===== config.mk =====
export PLATFORM = sky130hd
export DESIGN_NAME = id_ex_stage
export DESIGN_NICKNAME = d
export VERILOG_FILES = /design/src/rtl/id_ex_stage.sv
export SDC_FILE = /design/constraint.sdc
export NUM_CORES = 1
export LEC_CHECK = 0
export BUFFER_PORTS_ARGS = -buffer_cell sky130_fd_sc_hd__buf_2
export CAP_MARGIN = 20
export CORE_MARGIN = 2
export CORE_UTILIZATION = 35
export DETAILED_ROUTE_END_ITERATION = 10
export GPL_TIMING_DRIVEN = 0
export HOLD_SLACK_MARGIN = 0.08
export PLACE_DENSITY = 0.78
export SLEW_MARGIN = 0
export SYNTH_ARGS = -nofsm -noshare
export SYNTH_HDL_FRONTEND = slang
export SYNTH_SLANG_ARGS = --single-unit

===== constraint.sdc =====
create_clock -name clk -period 2.65 [get_ports clk]
set_clock_uncertainty 0.15 [all_clocks]
set_input_delay 0.1325 -clock clk [delete_from_list [all_inputs] [get_ports clk]]
set_output_delay 0.1325 -clock clk [all_outputs]
set_load 0.03 [all_outputs]

===== src/rtl/id_ex_stage.sv =====
// ID/EX pipeline register with load-use hazard detection and bubble insertion.
// Define ID_EX_STALL_CNT_EN to build the saturating stall-cycle counter behind StallCount.
module id_ex_stage #(
    parameter int DATA_W = 32,
    parameter int CNT_W  = 16
) (
    input  logic              clk,
    input  logic              rst,
    input  logic [4:0]        IfIdRegRs,
    input  logic [4:0]        IfIdRegRt,
    input  logic [4:0]        IfIdRegRd,
    input  logic              IdUsesRs,
    input  logic              IdUsesRt,
    input  logic [DATA_W-1:0] IdRegData1,
    input  logic [DATA_W-1:0] IdRegData2,
    input  logic [DATA_W-1:0] IdImm,
    input  logic              IdRegWrite,
    input  logic              IdMemToReg,
    input  logic              IdMemRead,
    input  logic              IdMemWrite,
    input  logic              IdRegDst,
    input  logic              IdAluSrc,
    input  logic [1:0]        IdAluOp,
    input  logic              Flush,
    output logic [4:0]        IdExRegRs,
    output logic [4:0]        IdExRegRt,
    output logic [4:0]        IdExRegRd,
    output logic [DATA_W-1:0] IdExData1,
    output logic [DATA_W-1:0] IdExData2,
    output logic [DATA_W-1:0] IdExImm,
    output logic              IdExRegWrite,
    output logic              IdExMemToReg,
    output logic              IdExMemRead,
    output logic              IdExMemWrite,
    output logic              IdExRegDst,
    output logic              IdExAluSrc,
    output logic [1:0]        IdExAluOp,
    output logic              Stall,
    output logic [CNT_W-1:0]  StallCount
);

    logic rs_hit;
    logic rt_hit;
    logic bubble;

    // A load into $0 produces nothing, so it can never hold up a consumer.
    assign rs_hit = IdUsesRs && (IdExRegRt == IfIdRegRs);
    assign rt_hit = IdUsesRt && (IdExRegRt == IfIdRegRt);
    assign Stall  = IdExMemRead && (IdExRegRt != 5'd0) && (rs_hit || rt_hit);
    assign bubble = Flush || Stall;

    always_ff @(posedge clk) begin
        if (rst || bubble) begin
            IdExRegRs    <= '0;
            IdExRegRt    <= '0;
            IdExRegRd    <= '0;
            IdExData1    <= '0;
            IdExData2    <= '0;
            IdExImm      <= '0;
            IdExRegWrite <= 1'b0;
            IdExMemToReg <= 1'b0;
            IdExMemRead  <= 1'b0;
            IdExMemWrite <= 1'b0;
            IdExRegDst   <= 1'b0;
            IdExAluSrc   <= 1'b0;
            IdExAluOp    <= 2'b00;
        end else begin
            IdExRegRs    <= IfIdRegRs;
            IdExRegRt    <= IfIdRegRt;
            IdExRegRd    <= IfIdRegRd;
            IdExData1    <= IdRegData1;
            IdExData2    <= IdRegData2;
            IdExImm      <= IdImm;
            IdExRegWrite <= IdRegWrite;
            IdExMemToReg <= IdMemToReg;
            IdExMemRead  <= IdMemRead;
            IdExMemWrite <= IdMemWrite;
            IdExRegDst   <= IdRegDst;
            IdExAluSrc   <= IdAluSrc;
            IdExAluOp    <= IdAluOp;
        end
    end

`ifdef ID_EX_STALL_CNT_EN
    logic [CNT_W-1:0] stall_cnt;

    // Only hazard-induced bubbles are counted; a flush that coincides with a hazard is not.
    always_ff @(posedge clk) begin
        if (rst) begin
            stall_cnt <= '0;
        end else if (Stall && !Flush && (stall_cnt != {CNT_W{1'b1}})) begin
            stall_cnt <= stall_cnt + 1'b1;
        end
    end

    assign StallCount = stall_cnt;
`else
    assign StallCount = '0;
`endif

endmodule


==> results of run 1 <==
-- cells in the mapped netlist, drive strengths merged --
master / n
nand2: 121
a21oi: 119
dfxtp: 119
buf: 38
clkbuf: 17
xnor2: 10
nand4: 2
and2: 1
conb: 1
nor2: 1
o21a: 1
o22ai: 1
or4: 1
-- power by group --
group,total (uW),internal (uW),switching [uW]
sequential,1890,1860,21.8
clock,2260,1490,770
combinational,739,321,418
total,4890,3680,1210
-- state kept, by name, summed over array words and instances (netlist names) --
register,flops
IdExData1,32
IdExData2,32
IdExImm,32
IdExRegRd,5
IdExRegRs,5
IdExRegRt,5
IdExAluOp,2
IdExAluSrc,1
IdExMemRead,1
IdExMemToReg,1
IdExMemWrite,1
IdExRegDst,1
IdExRegWrite,1
-- through the flow --
step                area (sq um)  total power [uW]
floorplan                   4362              2291
global placement            5762              2490
detailed placement          5762              2495
CTS                         7625              4898
global route                7625              5053
finish                      7630              4885
-- per-layer routing --
layer	wire length [um]	part of all wire (%)
met5	0	0
met4	485	3.3
met3	1168	7.8
met2	7873	53
met1	5394	36
-- worst reg2reg max path, delay by kind of cell (launching register included) --
family | cells | cell delay (ns)
xor+xnor | 1 | 0.17
flops | 1 | 0.43
simple gates | 1 | 0.13
compound gates | 2 | 0.35
buf+inv | 2 | 0.73
-- final cells by class --
cell class / instances / area share (%)
Timing Repair Buffer: 371 / 32.73
Sequential cell: 119 / 31.22
Multi-Input combinational cell: 273 / 21.19
Clock buffer: 22 / 5.953
Buffer: 55 / 4.756
Tap cell: 147 / 2.411
Clock inverter: 10 / 1.673
Antenna cell: 2 / 0.06560
-- worst paths after layout --
path	endpoint	start	slack (ns)
worst max register to register	IdExData1[1]	IdExRegRt[3]	0.56
worst min-delay path	IdExImm[31]	IdUsesRs	0.28
worst min register to register	IdExImm[31]	IdExMemRead	0.77
worst max-delay path	Stall	IdExRegRt[0]	0.23
-- cells in the final DEF, fill, tap and decap left out --
master and n:
clkbuf_8 1, dfxtp_1 119, a21oi_1 19, clkbuf_16 17, and2_1 1, bufinv_16 3
buf_6 11, o22ai_1 1, clkbuf_1 21, nor2_1 1, nand4_1 2, conb_1 16
a21oi_2 100, clkinvlp_4 1, buf_4 16, nand2_1 121, xnor2_1 10, diode_2 2
or4_1 1, clkinv_2 6, dlygate4sd3_1 128, buf_2 254, o21a_1 1
-- cell families after synthesis --
kind of cell | Yosys count | share of synthesized area, %
xor gates and xnor gates | 10 | 2.034
DFF | 119 | 55.33
and+or+nand+nor | 126 | 11.25
other | 1 | 0.08710
AOI/OAI and AO/OA | 121 | 22.87
buffers and inverters | 55 | 8.428
==> results.cfg, run 1 <==
[clock_network]
root_buffer = clkbuf_16
cts_buffers = 17
cts_resized = 0
post_cts_buffers = 0
cts_hold_buf = 128
clockBufferDepth = 2
cts_tree = built
cts_max_level = 4
cts.sinks = 119
clk_pin_slew_ns = 0.06
clk_latency_ns = 0.41

[critical_path]
end_kind = output port
cp_cell_sequence = or4_1, o21a_1, clkbuf_1, and2_1, buf_2
cpLargestDelayFamily = simple AND/OR/NAND/NOR gates
crit_type = reg -> out
cpPeakStageDelay_ns = 0.56
cp.depth = 5
r2r_cells = 6
path_buf_inv = 2
arrival_ns = 2.14
cpMaxStageDelayCell = or4_1
cp.required_ns = 2.37
critPathMaxFanout = 10
critPathLaunchType = flip-flop

[synthesis]
synth_top_cell_area_share_pct = 55.33
synth_area_sq_mm = 0.004305
syn_avg_cell_area_sq_um = 9.966
yosys-top-cells-area = dfxtp_1 55%, a21oi_2 20%, nand2_1 11%
postSynthCellCount = 432
yosys.area.top_type = dfxtp_1
yosysSeqAreaShare_pct = 55.33
ys_types = 16
yosysWarnings = 0
ys_seq_elements = 119

[finish]
synthToLayoutAreaGrowth_pct = 77.22
nFillCells = 909
nNetsFinal = 961
finish.utilization_pct = 63.52
multi_input_area_sq_mm = 0.001617
final_cells = 999
drive_gt1_share_pct = 48.12
regArea_sq_mm = 0.002382

[min_path]
min_path_type = in -> reg
hold_depth = 5

[sta]
slew_headroom_pct = 49.56
finalSetupViolCount = 0
period_needed_ns = 2.425
hold_ws_ns = 0.2840
setup_ws_ns = 0.2254
rsz0062_at_grt = false
tightest_slew_ns = 0.7566
max_freq_ghz = 0.4124
setup_tns_ns = 0
period_share_pct = 91.49
hold_viol = 0
drv_slew = 0

[grt]
grt_overflow = 0
top_usage_layer = met2
antenna_found_initial = 0
grt_use_met3_pct = 6.853
use_met1_pct = 21.79
grtUsageTotal_pct = 22.10
grtUsageMet2_pct = 40.82
grt_max_degree = 17
grt_pass1_vias = 4577
grt_pass1_wl_um = 22280

[die]
die-area_sq_mm = 0.01320
core-area_sq_mm = 0.01201
io_pins = 260
std_cell_rows = 40
fp.dieH_um = 114.9
start_util_pct = 35.84
fp.dieW_um = 114.9

[place]
dp_slack_ns = 0.5957
hpwl_um = 8563
place_inst = 837
io_buffers = 243
gp_congestion = 0.7733

[drt]
vias = 4510
dr.pass1.iters = 5
drtIter0Drc = 243
drc = 0
antenna_left = 0
wl_um = 14920
viasPerCell = 4.515
wl_per_cell_um = 14.94

[status]
status = finished clean

[power_and_ir_drop]
ir_drop_mv = 0.4730
leakage_uw = 0.003605
power_density_mw_per_mm2 = 640.3

[flow_run]
max_cap_violations = 0
No activity file was read; power rests on OpenSTA's default activity.
==> run 2: changes to the inputs <==
--- a/config.mk
+++ b/config.mk
@@ -5,14 +5,15 @@
 export SDC_FILE = /design/constraint.sdc
 export NUM_CORES = 1
 export LEC_CHECK = 0
-export BUFFER_PORTS_ARGS = -buffer_cell sky130_fd_sc_hd__buf_2
 export CAP_MARGIN = 20
 export CORE_MARGIN = 2
 export CORE_UTILIZATION = 35
+export CTS_BUF_LIST = sky130_fd_sc_hd__clkbuf_4 sky130_fd_sc_hd__clkbuf_8
 export DETAILED_ROUTE_END_ITERATION = 10
+export DONT_BUFFER_PORTS = 1
 export GPL_TIMING_DRIVEN = 0
 export HOLD_SLACK_MARGIN = 0.08
-export PLACE_DENSITY = 0.78
+export PLACE_DENSITY = 0.6
 export SLEW_MARGIN = 0
 export SYNTH_ARGS = -nofsm -noshare
 export SYNTH_HDL_FRONTEND = slang
==> run 2 against run 1 <==
Against the previous run: the flow now stops in clock tree synthesis (4_1_cts); synthesized cell count did not move; area after synthesis unchanged.
==> results.cfg, run 2 <==
[status]
status = did not finish
lastStage = clock tree synthesis (4_1_cts)
stop_error = [ERROR RSZ-0060] Max buffer count reached.

[place]
dp_slack_ns = 0.4117
hpwl_um = 7894
io_buffers = 0
gp_congestion = 0.7463

[synthesis]
synth-edff-count = 0
yosys-top-cells-area = dfxtp_1 55%, a21oi_2 20%, nand2_1 11%
yosysWarnings = 0
syn_avg_cell_area_sq_um = 9.966
synth.most_common_cell = nand2_1
ys_types = 16
synth_top_cell_area_share_pct = 55.33
synth-main-ff-cell = dfxtp_1
synth_area_sq_mm = 0.004305
yosys.area.top_type = dfxtp_1
postSynthCellCount = 432
async_reset_ff_share_pct = 0
yosysSeqAreaShare_pct = 55.33
synth_common_cells = 121 x nand2_1, 119 x dfxtp_1, 100 x a21oi_2
ys_seq_elements = 119

[die]
io_pins = 260
fp.dieW_um = 114.9
start_util_pct = 35.84
std_cell_rows = 40
fp.dieH_um = 114.9

[clock_network]
cts_buffers = 17
clockBufferDepth = 2
cts.sinks = 119
post_cts_buffers = 0
cts_max_level = 4
cts_hold_buf = 125
root_buffer = clkbuf_8
cts_resized = 2
## run 2: stage by stage
stage | instance area (sq um) | instances
2_1_floorplan | 4362 | 447
3_5_place_dp | 4546 | 594
3_3_place_gp | 4546 | 594
## run 2: kinds of logic after synthesis
logic type | after synthesis | share of synthesized area [%]
xor gates and xnor gates | 10 | 2.034
AOI/OAI and AO/OA | 121 | 22.87
other | 1 | 0.08710
and+or+nand+nor | 126 | 11.25
buffers and inverters | 55 | 8.428
DFF | 119 | 55.33
==> run 3: changes to the inputs <==
--- a/config.mk
+++ b/config.mk
@@ -7,13 +7,11 @@
 export LEC_CHECK = 0
 export CAP_MARGIN = 20
 export CORE_MARGIN = 2
-export CORE_UTILIZATION = 35
-export CTS_BUF_LIST = sky130_fd_sc_hd__clkbuf_4 sky130_fd_sc_hd__clkbuf_8
+export CORE_UTILIZATION = 20
 export DETAILED_ROUTE_END_ITERATION = 10
 export DONT_BUFFER_PORTS = 1
 export GPL_TIMING_DRIVEN = 0
-export HOLD_SLACK_MARGIN = 0.08
-export PLACE_DENSITY = 0.6
+export PLACE_DENSITY_LB_ADDON = 0.15
 export SLEW_MARGIN = 0
 export SYNTH_ARGS = -nofsm -noshare
 export SYNTH_HDL_FRONTEND = slang
==> run 3 against run 2 <==
Against the previous run: the flow now finishes without violations.
==> results.cfg, run 3 (synthesis gave the netlist of run 1 again) <==
[critical_path]
r2r_cells = 6
cp.required_ns = 2.37
rrSetupSlack_ns = 0.41
cpPeakStageDelay_ns = 0.60
arrival_ns = 2.24
cpMaxStageDelayCell = or4_1
crit_type = reg -> out
critPathLaunchType = flip-flop
critPathMaxFanout = 10
r2r-end = IdExData2[7]
r2r-start = IdExRegRt[3]
cp_cell_sequence = or4_1, o21a_1, clkbuf_1, and2_1
end_kind = output port

[min_path]
hold_depth = 4
hold_path.startpoint = IdUsesRt
hold_end = IdExRegWrite
min_path_type = in -> reg

[sta]
hold_viol = 0
period_share_pct = 95.21
drv_slew = 0
rsz0062_at_grt = false
setup_tns_ns = 0
finalSetupViolCount = 0
max_freq_ghz = 0.3964
tightest_slew_ns = 0.9263
setup_ws_ns = 0.1270
slew_headroom_pct = 38.25
period_needed_ns = 2.523

[clock_network]
clockBufferDepth = 2
root_buffer = clkbuf_16
clk_pin_slew_ns = 0.06
cts.sinks = 119
post_cts_buffers = 0
cts_tree = built
cts_buffers = 17
clk_latency_ns = 0.41
cts_max_level = 4

[power_and_ir_drop]
sw_frac_of_total_pct = 25.03
power_density_mw_per_mm2 = 740.1
p_int_uw = 3658
leakage_uw = 0.002515
p_switching_uw = 1221
p_clk_share_pct = 49.4
ir_drop_mv = 0.2967
seqPwrFrac_pct = 42.0
share_comb_of_total_power_pct = 8.6

[die]
core-area_sq_mm = 0.02109
fp.dieW_um = 150.7
std_cell_rows = 53
fp.dieH_um = 150.7
start_util_pct = 20.42
die-area_sq_mm = 0.02272
io_pins = 260

[finish]
mostFrequentLayoutCells = 128 x dlygate4sd3_1, 121 x nand2_1, 116 x dfxtp_1
num_antenna_cells = 0
top_regs = IdExData1 x32, IdExData2 x32, IdExImm x32
layout_commonest_cell = dlygate4sd3_1
final_cell_area_sq_mm = 0.006593
nNetsFinal = 718
nFillCells = 2195
synthToLayoutAreaGrowth_pct = 53.12
drive_gt1_share_pct = 28.10

[place]
dp_slack_ns = 0.3042
hpwl_um = 9322
dpl_cell_area_sq_mm = 0.004706
gp_congestion = 0.7191
io_buffers = 0

[drt]
wl_per_cell_um = 15.86
drc = 0
drtIter0Drc = 77
vias = 3480
antenna_left = 0
dr.pass1.iters = 4
wl_um = 13950
viasPerCell = 3.955

[grt]
grt_pass1_vias = 3652
grtUsageTotal_pct = 12.22
antenna_found_initial = 0
grt_max_degree = 17
grt_overflow = 0
grt_pass1_wl_um = 20490

[flow_run]
max_cap_violations = 0

[status]
status = finished clean
==> run 3: cell type report <==
type	instances	area [sq um]	area share [%]
Sequential cell	119	2386	36.19
Timing Repair Buffer	128	1281	19.43
Buffer	55	364.1	5.523
Clock buffer	20	446.7	6.775
Multi-Input combinational cell	273	1617	24.52
Clock inverter	10	153.9	2.334
Tap cell	275	344.1	5.219
==> run 3: timing repair <==
action | in CTS | in global routing
hold endpoints to repair | 119 | 0
setup endpoints to repair | 0 | 1
hold buffers | 128 | 0
resized for setup | 0 | 5
==> run 3: power groups by stage <==
stage | logic [uW] | registers [uW] | clock network, uW
CTS | 419 | 2050 | 2480
floorplan | 221 | 2070 | 0
detailed placement | 265 | 2090 | 0
finish | 419 | 2050 | 2410
global placement | 259 | 2090 | 0
global route | 458 | 2060 | 2570
==> run 3: metrics by stage <==
step	hold slack [ns]	total power, uW	utilization [%]	instances
after floorplan	0.09859	2291	-	447
after global placement	0.1022	2350	22.32	722
after detailed placement	0.1069	2354	22.32	722
after CTS	0.1227	4951	31.24	880
after global routing	0.1540	5086	31.26	880
final	0.1159	4879	31.26	880
==> run 3: worst max-delay path by stage <==
stage / startpoint / to / slack [ns] / cells after the start
after floorplan: IdExRegRt[1] / Stall / 0.73 / 5
after global placement: IdExRegRt[1] / IdExData2[5] / 0.32 / 6
after detailed placement: IdExRegRt[1] / IdExData2[5] / 0.30 / 6
after CTS: IdExRegRt[1] / Stall / 0.01 / 5
after global routing: IdExRegRt[3] / Stall / 0.005 / 5
final: IdExRegRt[0] / Stall / 0.13 / 4
==> run 3: routing by layer <==
| metal | GRT usage (%) | wire [um] | up-vias |
|---|---|---|---|
| met4 | 6.542 | 392 | 0 |
| li1 | - | - | 1701 |
| met2 | 20.84 | 7126 | 156 |
| met1 | 13.31 | 5446 | 1595 |
| met5 | 0 | 0 | - |
| met3 | 4.242 | 988 | 28 |
==> run 3: worst max-delay path, delay by kind of cell (launching register included) <==
kind | cells | cell delay [ns]
flip-flops | 1 | 0.46
AO/OA/AOI/OAI | 1 | 0.22
buffers and inverters | 1 | 0.23
AND/OR/NAND/NOR | 2 | 0.92
==> run 4: changes to the inputs <==
--- a/config.mk
+++ b/config.mk
@@ -7,7 +7,7 @@
 export LEC_CHECK = 0
 export CAP_MARGIN = 20
 export CORE_MARGIN = 2
-export CORE_UTILIZATION = 20
+export CORE_UTILIZATION = 45
 export DETAILED_ROUTE_END_ITERATION = 10
 export DONT_BUFFER_PORTS = 1
 export GPL_TIMING_DRIVEN = 0
==> run 4 against run 3 <==
Against the previous run: the flow now stops in clock tree synthesis (4_1_cts); area after synthesis did not move; synthesized cell count did not move.
==> results.cfg, run 4 <==
[place]
hpwl_um = 7642
dpl_cell_area_sq_mm = 0.004523
io_buffers = 0
gp_congestion = 0.7847

[synthesis]
synth_common_cells = 121 x nand2_1, 119 x dfxtp_1, 100 x a21oi_2
yosys.area.top_type = dfxtp_1
synth_area_sq_mm = 0.004305
synth-main-ff-cell = dfxtp_1
synth.most_common_cell = nand2_1
synth-edff-count = 0
syn_avg_cell_area_sq_um = 9.966
synth_top_cell_area_share_pct = 55.33
postSynthCellCount = 432
yosys-top-cells-area = dfxtp_1 55%, a21oi_2 20%, nand2_1 11%
yosysSeqAreaShare_pct = 55.33
yosysWarnings = 0
async_reset_ff_share_pct = 0
ys_types = 16
ys_seq_elements = 119

[clock_network]
cts_hold_buf = 122
root_buffer = clkbuf_8
cts_resized = 4
cts.sinks = 119
cts_max_level = 4
clockBufferDepth = 2
cts_buffers = 17
post_cts_buffers = 0

[die]
io_pins = 260
fp.dieH_um = 101.8
start_util_pct = 46.59
std_cell_rows = 35
fp.dieW_um = 101.8

[status]
stop_error = [ERROR RSZ-0060] Max buffer count reached.
status = did not finish
lastStage = clock tree synthesis (4_1_cts)
## run 4: cell counts after synthesis
Identical to the previous run, type by type.
## run 4: cells by family after synthesis
| logic type | count (synthesis) | synth area share, % |
|---|---|---|
| DFF | 119 | 55.33 |
| and+or+nand+nor | 126 | 11.25 |
| buffers and inverters | 55 | 8.428 |
| AOI/OAI and AO/OA | 121 | 22.87 |
| other | 1 | 0.08710 |
| xor gates and xnor gates | 10 | 2.034 |
## run 4: per-stage QoR
step,worst slack [ns],std cells
global placement,0.4582,576
detailed placement,0.4271,576
floorplan,0.7350,447
